--- config.mk ---
export PLATFORM = sky130hd
export DESIGN_NAME = pipe_ctrl
export DESIGN_NICKNAME = d
export VERILOG_FILES = /design/src/rtl/pipe_ctrl_pkg.sv /design/src/rtl/pipe_ctrl_hazard_detect.sv /design/src/rtl/pipe_ctrl.sv
export SDC_FILE = /design/constraint.sdc
export NUM_CORES = 1
export LEC_CHECK = 0
export ABC_AREA = 0
export BUFFER_PORTS_ARGS = -buffer_cell sky130_fd_sc_hd__buf_2
export CORE_ASPECT_RATIO = 1.5
export CORE_MARGIN = 3
export CORE_UTILIZATION = 30
export CTS_CLUSTER_DIAMETER = 100
export DETAILED_ROUTE_END_ITERATION = 12
export PLACE_DENSITY = 0.63
export SLEW_MARGIN = 10
export SYNTH_ARGS = -nofsm -noshare
export SYNTH_HDL_FRONTEND = slang
export SYNTH_SLANG_ARGS = --single-unit
--- constraint.sdc ---
create_clock -name clk -period 3.3 [get_ports clk]
set_input_delay 0.33 -clock clk [delete_from_list [all_inputs] [get_ports clk]]
set_output_delay 0.33 -clock clk [all_outputs]
set_load 0.05 [all_outputs]
--- src/rtl/pipe_ctrl_pkg.sv ---
// Shared constants and types for the pipeline sequencer.
package pipe_ctrl_pkg;

  localparam int unsigned STALL_BITS = 6;
  localparam int unsigned REG_ADDR_W = 5;

  // Stall vector bit order: [0]pc [1]if [2]id [3]ex [4]mem [5]wb
  localparam logic [STALL_BITS-1:0] STALL_NONE     = 6'b000000;
  localparam logic [STALL_BITS-1:0] STALL_LOAD_USE = 6'b000111;
  localparam logic [STALL_BITS-1:0] STALL_EX_BUSY  = 6'b001111;

  typedef enum logic {
    MC_IDLE = 1'b0,
    MC_BUSY = 1'b1
  } mc_state_e;

endpackage

--- src/rtl/pipe_ctrl_hazard_detect.sv ---
// Load-use hazard compare between the decode operands and a load in EX.
module pipe_ctrl_hazard_detect
  import pipe_ctrl_pkg::*;
(
  input  logic                  reg1_read,
  input  logic [REG_ADDR_W-1:0] reg1_addr,
  input  logic                  reg2_read,
  input  logic [REG_ADDR_W-1:0] reg2_addr,
  input  logic                  ex_is_load,
  input  logic                  ex_wreg,
  input  logic [REG_ADDR_W-1:0] ex_wd,
  output logic                  load_use_c
);

  logic rs_match;
  logic rt_match;
  logic load_pending;

  // Register $0 is hardwired, so a load targeting it never creates a dependency.
  always_comb begin
    load_pending = ex_is_load && ex_wreg && (ex_wd != '0);
    rs_match     = reg1_read && (reg1_addr == ex_wd);
    rt_match     = reg2_read && (reg2_addr == ex_wd);
    load_use_c   = load_pending && (rs_match || rt_match);
  end

endmodule

--- src/rtl/pipe_ctrl.sv ---
// Pipeline sequencer: per-stage stall vector, flush strobe, multi-cycle EX
// tracking and a saturating stall-cycle counter.
module pipe_ctrl
  import pipe_ctrl_pkg::*;
#(
  parameter int unsigned MC_CNT_W = 6,
  parameter int unsigned STALL_W  = 6,
  parameter int unsigned PERF_W   = 32
) (
  input  logic                  clk,
  input  logic                  rst,
  input  logic                  id_reg1_read_i,
  input  logic [REG_ADDR_W-1:0] id_reg1_addr_i,
  input  logic                  id_reg2_read_i,
  input  logic [REG_ADDR_W-1:0] id_reg2_addr_i,
  input  logic                  ex_wreg_i,
  input  logic [REG_ADDR_W-1:0] ex_wd_i,
  input  logic                  ex_is_load_i,
  input  logic                  ex_mc_start_i,
  input  logic [MC_CNT_W-1:0]   ex_mc_cycles_i,
  input  logic                  flush_req_i,
  output logic [STALL_W-1:0]    stall_o,
  output logic                  flush_o,
  output logic                  ex_mc_busy_o,
  output logic                  ex_mc_last_o,
  output logic [PERF_W-1:0]     stall_cnt_o
);

  mc_state_e               state_q;
  mc_state_e               state_d;
  logic [MC_CNT_W-1:0]     cnt_q;
  logic [MC_CNT_W-1:0]     cnt_d;
  logic                    flush_q;
  logic [PERF_W-1:0]       stall_cnt_q;
  logic [STALL_BITS-1:0]   stall_c;
  logic                    busy_c;
  logic                    last_c;
  logic                    load_use_c;
  logic                    mc_long_c;

  pipe_ctrl_hazard_detect u_hazard_detect (
    .reg1_read  (id_reg1_read_i),
    .reg1_addr  (id_reg1_addr_i),
    .reg2_read  (id_reg2_read_i),
    .reg2_addr  (id_reg2_addr_i),
    .ex_is_load (ex_is_load_i),
    .ex_wreg    (ex_wreg_i),
    .ex_wd      (ex_wd_i),
    .load_use_c (load_use_c)
  );

  assign mc_long_c = (ex_mc_cycles_i >= MC_CNT_W'(2));

  // FSM state and down-counter registers.
  always_ff @(posedge clk) begin
    if (rst) begin
      state_q <= MC_IDLE;
      cnt_q   <= '0;
    end else begin
      state_q <= state_d;
      cnt_q   <= cnt_d;
    end
  end

  // Next state and stall priority: rst > flush > busy op > load-use.
  always_comb begin
    state_d = state_q;
    cnt_d   = cnt_q;
    stall_c = STALL_NONE;
    busy_c  = 1'b0;
    last_c  = 1'b0;
    if (rst || flush_q) begin
      state_d = MC_IDLE;
      cnt_d   = '0;
    end else if (state_q == MC_BUSY) begin
      busy_c = 1'b1;
      if (cnt_q != '0) begin
        stall_c = STALL_EX_BUSY;
        cnt_d   = cnt_q - MC_CNT_W'(1);
      end else begin
        last_c  = 1'b1;
        state_d = MC_IDLE;
      end
    end else if (ex_mc_start_i && mc_long_c) begin
      // First EX cycle counts toward N, so N-2 further stall cycles remain.
      stall_c = STALL_EX_BUSY;
      state_d = MC_BUSY;
      cnt_d   = ex_mc_cycles_i - MC_CNT_W'(2);
    end else begin
      last_c = ex_mc_start_i;
      if (load_use_c) begin
        stall_c = STALL_LOAD_USE;
      end
    end
  end

  // One-cycle-delayed flush strobe.
  always_ff @(posedge clk) begin
    if (rst) begin
      flush_q <= 1'b0;
    end else begin
      flush_q <= flush_req_i;
    end
  end

  // Saturating count of stalled cycles.
  always_ff @(posedge clk) begin
    if (rst) begin
      stall_cnt_q <= '0;
    end else if ((stall_c != STALL_NONE) && (stall_cnt_q != '1)) begin
      stall_cnt_q <= stall_cnt_q + PERF_W'(1);
    end
  end

  assign stall_o      = STALL_W'(stall_c);
  assign flush_o      = flush_q;
  assign ex_mc_busy_o = busy_c;
  assign ex_mc_last_o = last_c;
  assign stall_cnt_o  = stall_cnt_q;

endmodule
### After elaboration in Yosys (flattened, before gate mapping)

Cells that the tools add are included.

* input bits: 29
* register bits: 40
* logic and storage cells: 44
* output and inout port bits: 41

* equality and inequality tests: 4
* multiplexer cells: 17
* $lt $le $gt $ge: 1
* add/sub/neg operators: 3
* reduce and logical (&&, ||, !) cells: 15

Operators by type and width (count)
* 32-bit by 1-bit adder with 32-bit output (second input constant): 1
* 32-bit != test (second input constant): 1
* 6-bit two-way mux: 5
* 6-bit nonzero test: 2
* 5-bit equality test: 2
* 1-bit two-way mux: 9
* 4-bit two-way mux: 2
* 1-bit logical AND: 7
* 6-bit by 2-bit greater-or-equal comparator with 1-bit output (second input constant): 1
* 6-bit by 1-bit subtractor with 6-bit output (second input constant): 1
* 6-bit by 2-bit subtractor with 6-bit output (second input constant): 1
* 5-bit nonzero test: 1
* 3-bit two-way mux: 1
* 1-bit logical OR: 2
* 2-bit by 1-bit != test with 1-bit output (second input constant): 1
* 2-bit AND reduction: 1
* 2-bit nonzero test: 1
* 2-bit OR reduction: 1

### Longest topological paths before layout

* depth after elaboration: 10
* gate-level depth with buffers: 11
* depth with buffers taken out: 9

### Modules after synthesis

Synthesis repeated with hierarchy kept, for this count alone.

* cells, all modules: 296
* area, all modules: 2441.1 um^2

By module, submodules not included
* pipe_ctrl: instances 1, cells an instance 279, area an instance 2306.0 um^2, sequential area each 800.8 um^2
* pipe_ctrl_hazard_detect: instances 1, cells an instance 17, area an instance 135.1 um^2, sequential area each 0.0 um^2

### Worst setup path after synthesis

OpenSTA, ideal clock, no wires.

* kind: register to output
* start: reg cnt_q[0]
* end: out stall_o[1]
* data arrival time: 2579 ps
* buffers on the path: 2
* setup slack: 391 ps
* cell stages (with the launch flop): 10
* required time: 2970 ps
* cell sequence: dfxtp_1 -> inv_1 -> ha_1 -> or3b_1 -> or3_4 -> o2bb2ai_2 -> a22oi_2 -> clkbuf_1 -> inv_1 -> buf_4

* longest elaborated chain between the ends: 4

RTL lines
* from (decl): RTL line pipe_ctrl.sv:31 `logic [MC_CNT_W-1:0] cnt_q;`
* from (signal assigned): RTL line pipe_ctrl.sv:61 `cnt_q <= cnt_d;`
* 6-bit nonzero test: RTL line pipe_ctrl.sv:77 `if (cnt_q != '0) begin`
* 4-bit two-way mux: RTL line pipe_ctrl.sv:77
* 6-bit two-way mux: RTL line pipe_ctrl.sv:75 `end else if (state_q == MC_BUSY) begin`
* 6-bit two-way mux: RTL line pipe_ctrl.sv:72 `if (rst || flush_q) begin`
* to (decl): RTL line pipe_ctrl.sv:22 `output logic [STALL_W-1:0] stall_o,`

Every way passes these cells.

### Final worst setup path

* start: reg cnt_q[0]
* end: out stall_o[0]

The elaborated chain is that of the path after synthesis.

==> results.py <==
metrics = {
    "yosys": {
        "syn_area_mm2": 0.00226,
        "synth-edff-count": 0,
        "ys_seq_area_share_pct": 35.5,
        "yosysWarnings": 0,
        "synthTopCellsByArea": "dfxtp_1 35%, xnor2_1 13%, nor2_1 5.3%, nand2_1 4.2%, a21oi_1 3.5%",
        "syn_inst": 277,
        "ys.flop_type": "dfxtp_1",
        "ys_types": 49,
        "yosys.area.top_type_share_pct": 35.5,
        "synth-seq-cells": 40,
        "avgSynthCellArea_um2": 8.15,
        "ys_async_sr_fraction_pct": 0,
        "yosysTopAreaCell": "dfxtp_1",
    },
    "drt": {
        "wl_met2_um": 2910,
        "routedWlPerCell_um": 12.9,
        "route.detailed.drc": 0,
        "top_layer_used": "met4",
        "drtIter0Drc": 68,
        "drt-met1-wl_um": 2300,
        "dr_wl_met3_um": 252,
        "drt-total-wl_um": 5630,
        "ant_nets": 0,
        "firstDrtPassIters": 4,
        "drt-vias-per-instance": 4.90,
        "via_count": 2140,
    },
    "placed_design": {
        "place.gp.congestion": 0.843,
        "dp_hpwl_um": 4280,
        "io_buffers": 67,
    },
    "die": {
        "fp-row-count": 38,
        "die_w_um": 76.8,
        "coreArea_mm2": 0.00727,
        "die_h_um": 112,
        "io_pins": 70,
        "initial_utilization_pct": 31.0,
        "fp.dieArea_mm2": 0.00863,
    },
    "power_and_ir_drop": {
        "p_leak_nw": 1.05,
        "pwr-share-clk_pct": 33.7,
        "power.density_mw_per_mm2": 371,
        "power.total_mw": 1.01,
        "irDropWorstVdd_uv": 180,
        "switching_share_pct": 28.7,
        "p_sw_mw": 0.290,
        "p_seq_share_pct": 50.1,
        "power_frac_comb_pct": 16.2,
        "cellInternalPower_mw": 0.721,
    },
    "clocking": {
        "worstSkewPairLatency_ps": 290,
        "clkTransAtPathRegs_ps": 80,
        "cts_hold_buf": 0,
        "cts_buffer_depth": 2,
        "cts_tree": "done",
        "clock_sinks": 40,
        "cts_buffers": 5,
        "cts_setup_buffers": 0,
        "htreeDepth": 2,
        "cts_root_buf": "clkbuf_8",
        "cts_resized": 0,
    },
    "timing": {
        "tns_ps": 0,
        "finalCriticalPeriod_ps": 2880,
        "grt_setup_unrepaired": "no",
        "finalHoldViolations": 0,
        "worst_pin_slew_ps": 538,
        "slew_headroom_pct": 64.1,
        "setup_viol": 0,
        "maxClockFrequency_mhz": 347,
        "slew_viol_final": 0,
        "skew_ps": 4.29,
        "post-route-period-util_pct": 87.4,
    },
    "final_layout": {
        "seq_area_um2": 801,
        "layout_commonest_cell": "buf_2",
        "nFillCells": 767,
        "area_delta_synth_final_pct": 20.6,
        "layout-drive-gt1-share_pct": 27.0,
        "n_antenna_cell": 0,
        "finalNetCount": 368,
        "layout_common_cells": "67 x buf_2, 40 x dfxtp_1, 33 x xnor2_1",
        "multi_input_area_mm2": 0.00132,
    },
    "global_route": {
        "track_usage_pct": 13.3,
        "antenna_found_initial": 0,
        "grt_max_degree": 35,
        "grt_pass1_wl_um": 9400,
        "grt_overflow_total": 0,
        "grt_pass1_vias": 2017,
    },
    "critical_path": {
        "cp_max_fo": 12,
        "worstSetupPathType": "flip-flop to output port",
        "cp_top_family": "simple AND/OR/NAND/NOR gates",
        "end_kind": "output port",
        "arrival_ps": 2550,
        "startpoint_type": "flip-flop",
        "cpMaxStageDelayCell": "or3b_1",
        "crit_buf_inv": 3,
        "cp_cell_sequence": "inv_1 > ha_1 > or3b_1 > or3_4 > o2bb2ai_2 > a22oi_2 > inv_1 > buf_2",
        "cp_common_cell": "inv_1",
        "slowest_delay_ps": 390,
        "cp.required_ps": 2970,
    },
    "run_status": {
        "status": "finished clean",
    },
    "hold_path": {
        "hp-class": "input port to flip-flop",
    },
    "run": {
        "maxCapViolCount": 0,
    },
}
Yosys cell counts, drive strengths merged, types with 7 or more instances:
library cell	count
nor3	12
nand2	25
a21oi	16
xnor2	33
dfxtp	40
o21ai	15
clkbuf	9
nor4	7
inv	8
nor2	33
nand3	14
buf	9
or3	10
state kept, by name, indices dropped and copies added (netlist names):
register	count
cnt_q	6
flush_o	1
stall_cnt_o	32
state_q	1
per-stage QoR:
step                      setup WS, ps  cell area (um2)  hold slack, ps  std cells  utilization, %
final                              415             2720             243        437            37.4
after global routing               172             2720             259        437            37.4
after CTS                          375             2720             236        437            37.4
after detailed placement           498             2630             493        429            36.2
after global placement             596             2630             486        429            36.2
after floorplan                    391             2260             458        278               -
area by class of cell:
type                    instances  area share (%)
multi-input cells             211            48.5
flip-flops and latches         40            29.4
repair buffers                 69            12.9
well taps                     100            4.60
clock buffers                   6            3.03
inverters                       9            1.24
clock inverters                 2           0.368
routing by layer:
| metal | GRT usage [%] | vias up |
|---|---|---|
| li1 | - | 1084 |
| met1 | 15.0 | 999 |
| met2 | 23.6 | 45 |
| met3 | 2.89 | 12 |
| met4 | 6.05 | 0 |
| met5 | 0 | - |
cells by family after synthesis:
family,after synthesis,synth area share [%]
and+or+nand+nor,127,31.1
AOI/OAI and AO/OA,45,12.1
DFF,40,35.5
xor gates and xnor gates,33,12.8
buffers and inverters,27,6.26
adders and majority gates,3,1.66
other,1,0.166
muxes,1,0.443
worst paths after layout:
path / end / slack (ps) / startpoint / cells after the start
setup / recovery: stall_o[0] / 420 / cnt_q[0]$_SDFFE_PP0P_ / 8
hold / removal: flush_o$_SDFF_PP0_ / 240 / flush_req_i / 2
setup reg to reg: stall_cnt_o[27]$_SDFFE_PP0P_ / 490 / cnt_q[0]$_SDFFE_PP0P_ / 9
hold reg to reg: cnt_q[3]$_SDFFE_PP0P_ / 500 / cnt_q[3]$_SDFFE_PP0P_ / 2
power groups by stage:
stage	Clock (mW)	Combinational [mW]	Sequential, mW
after floorplan	0	0.118	0.521
after global placement	0	0.164	0.517
after detailed placement	0	0.166	0.518
after CTS	0.356	0.166	0.506
after global routing	0.369	0.183	0.508
final	0.341	0.164	0.506
No activity file was read; power rests on OpenSTA's default activity.
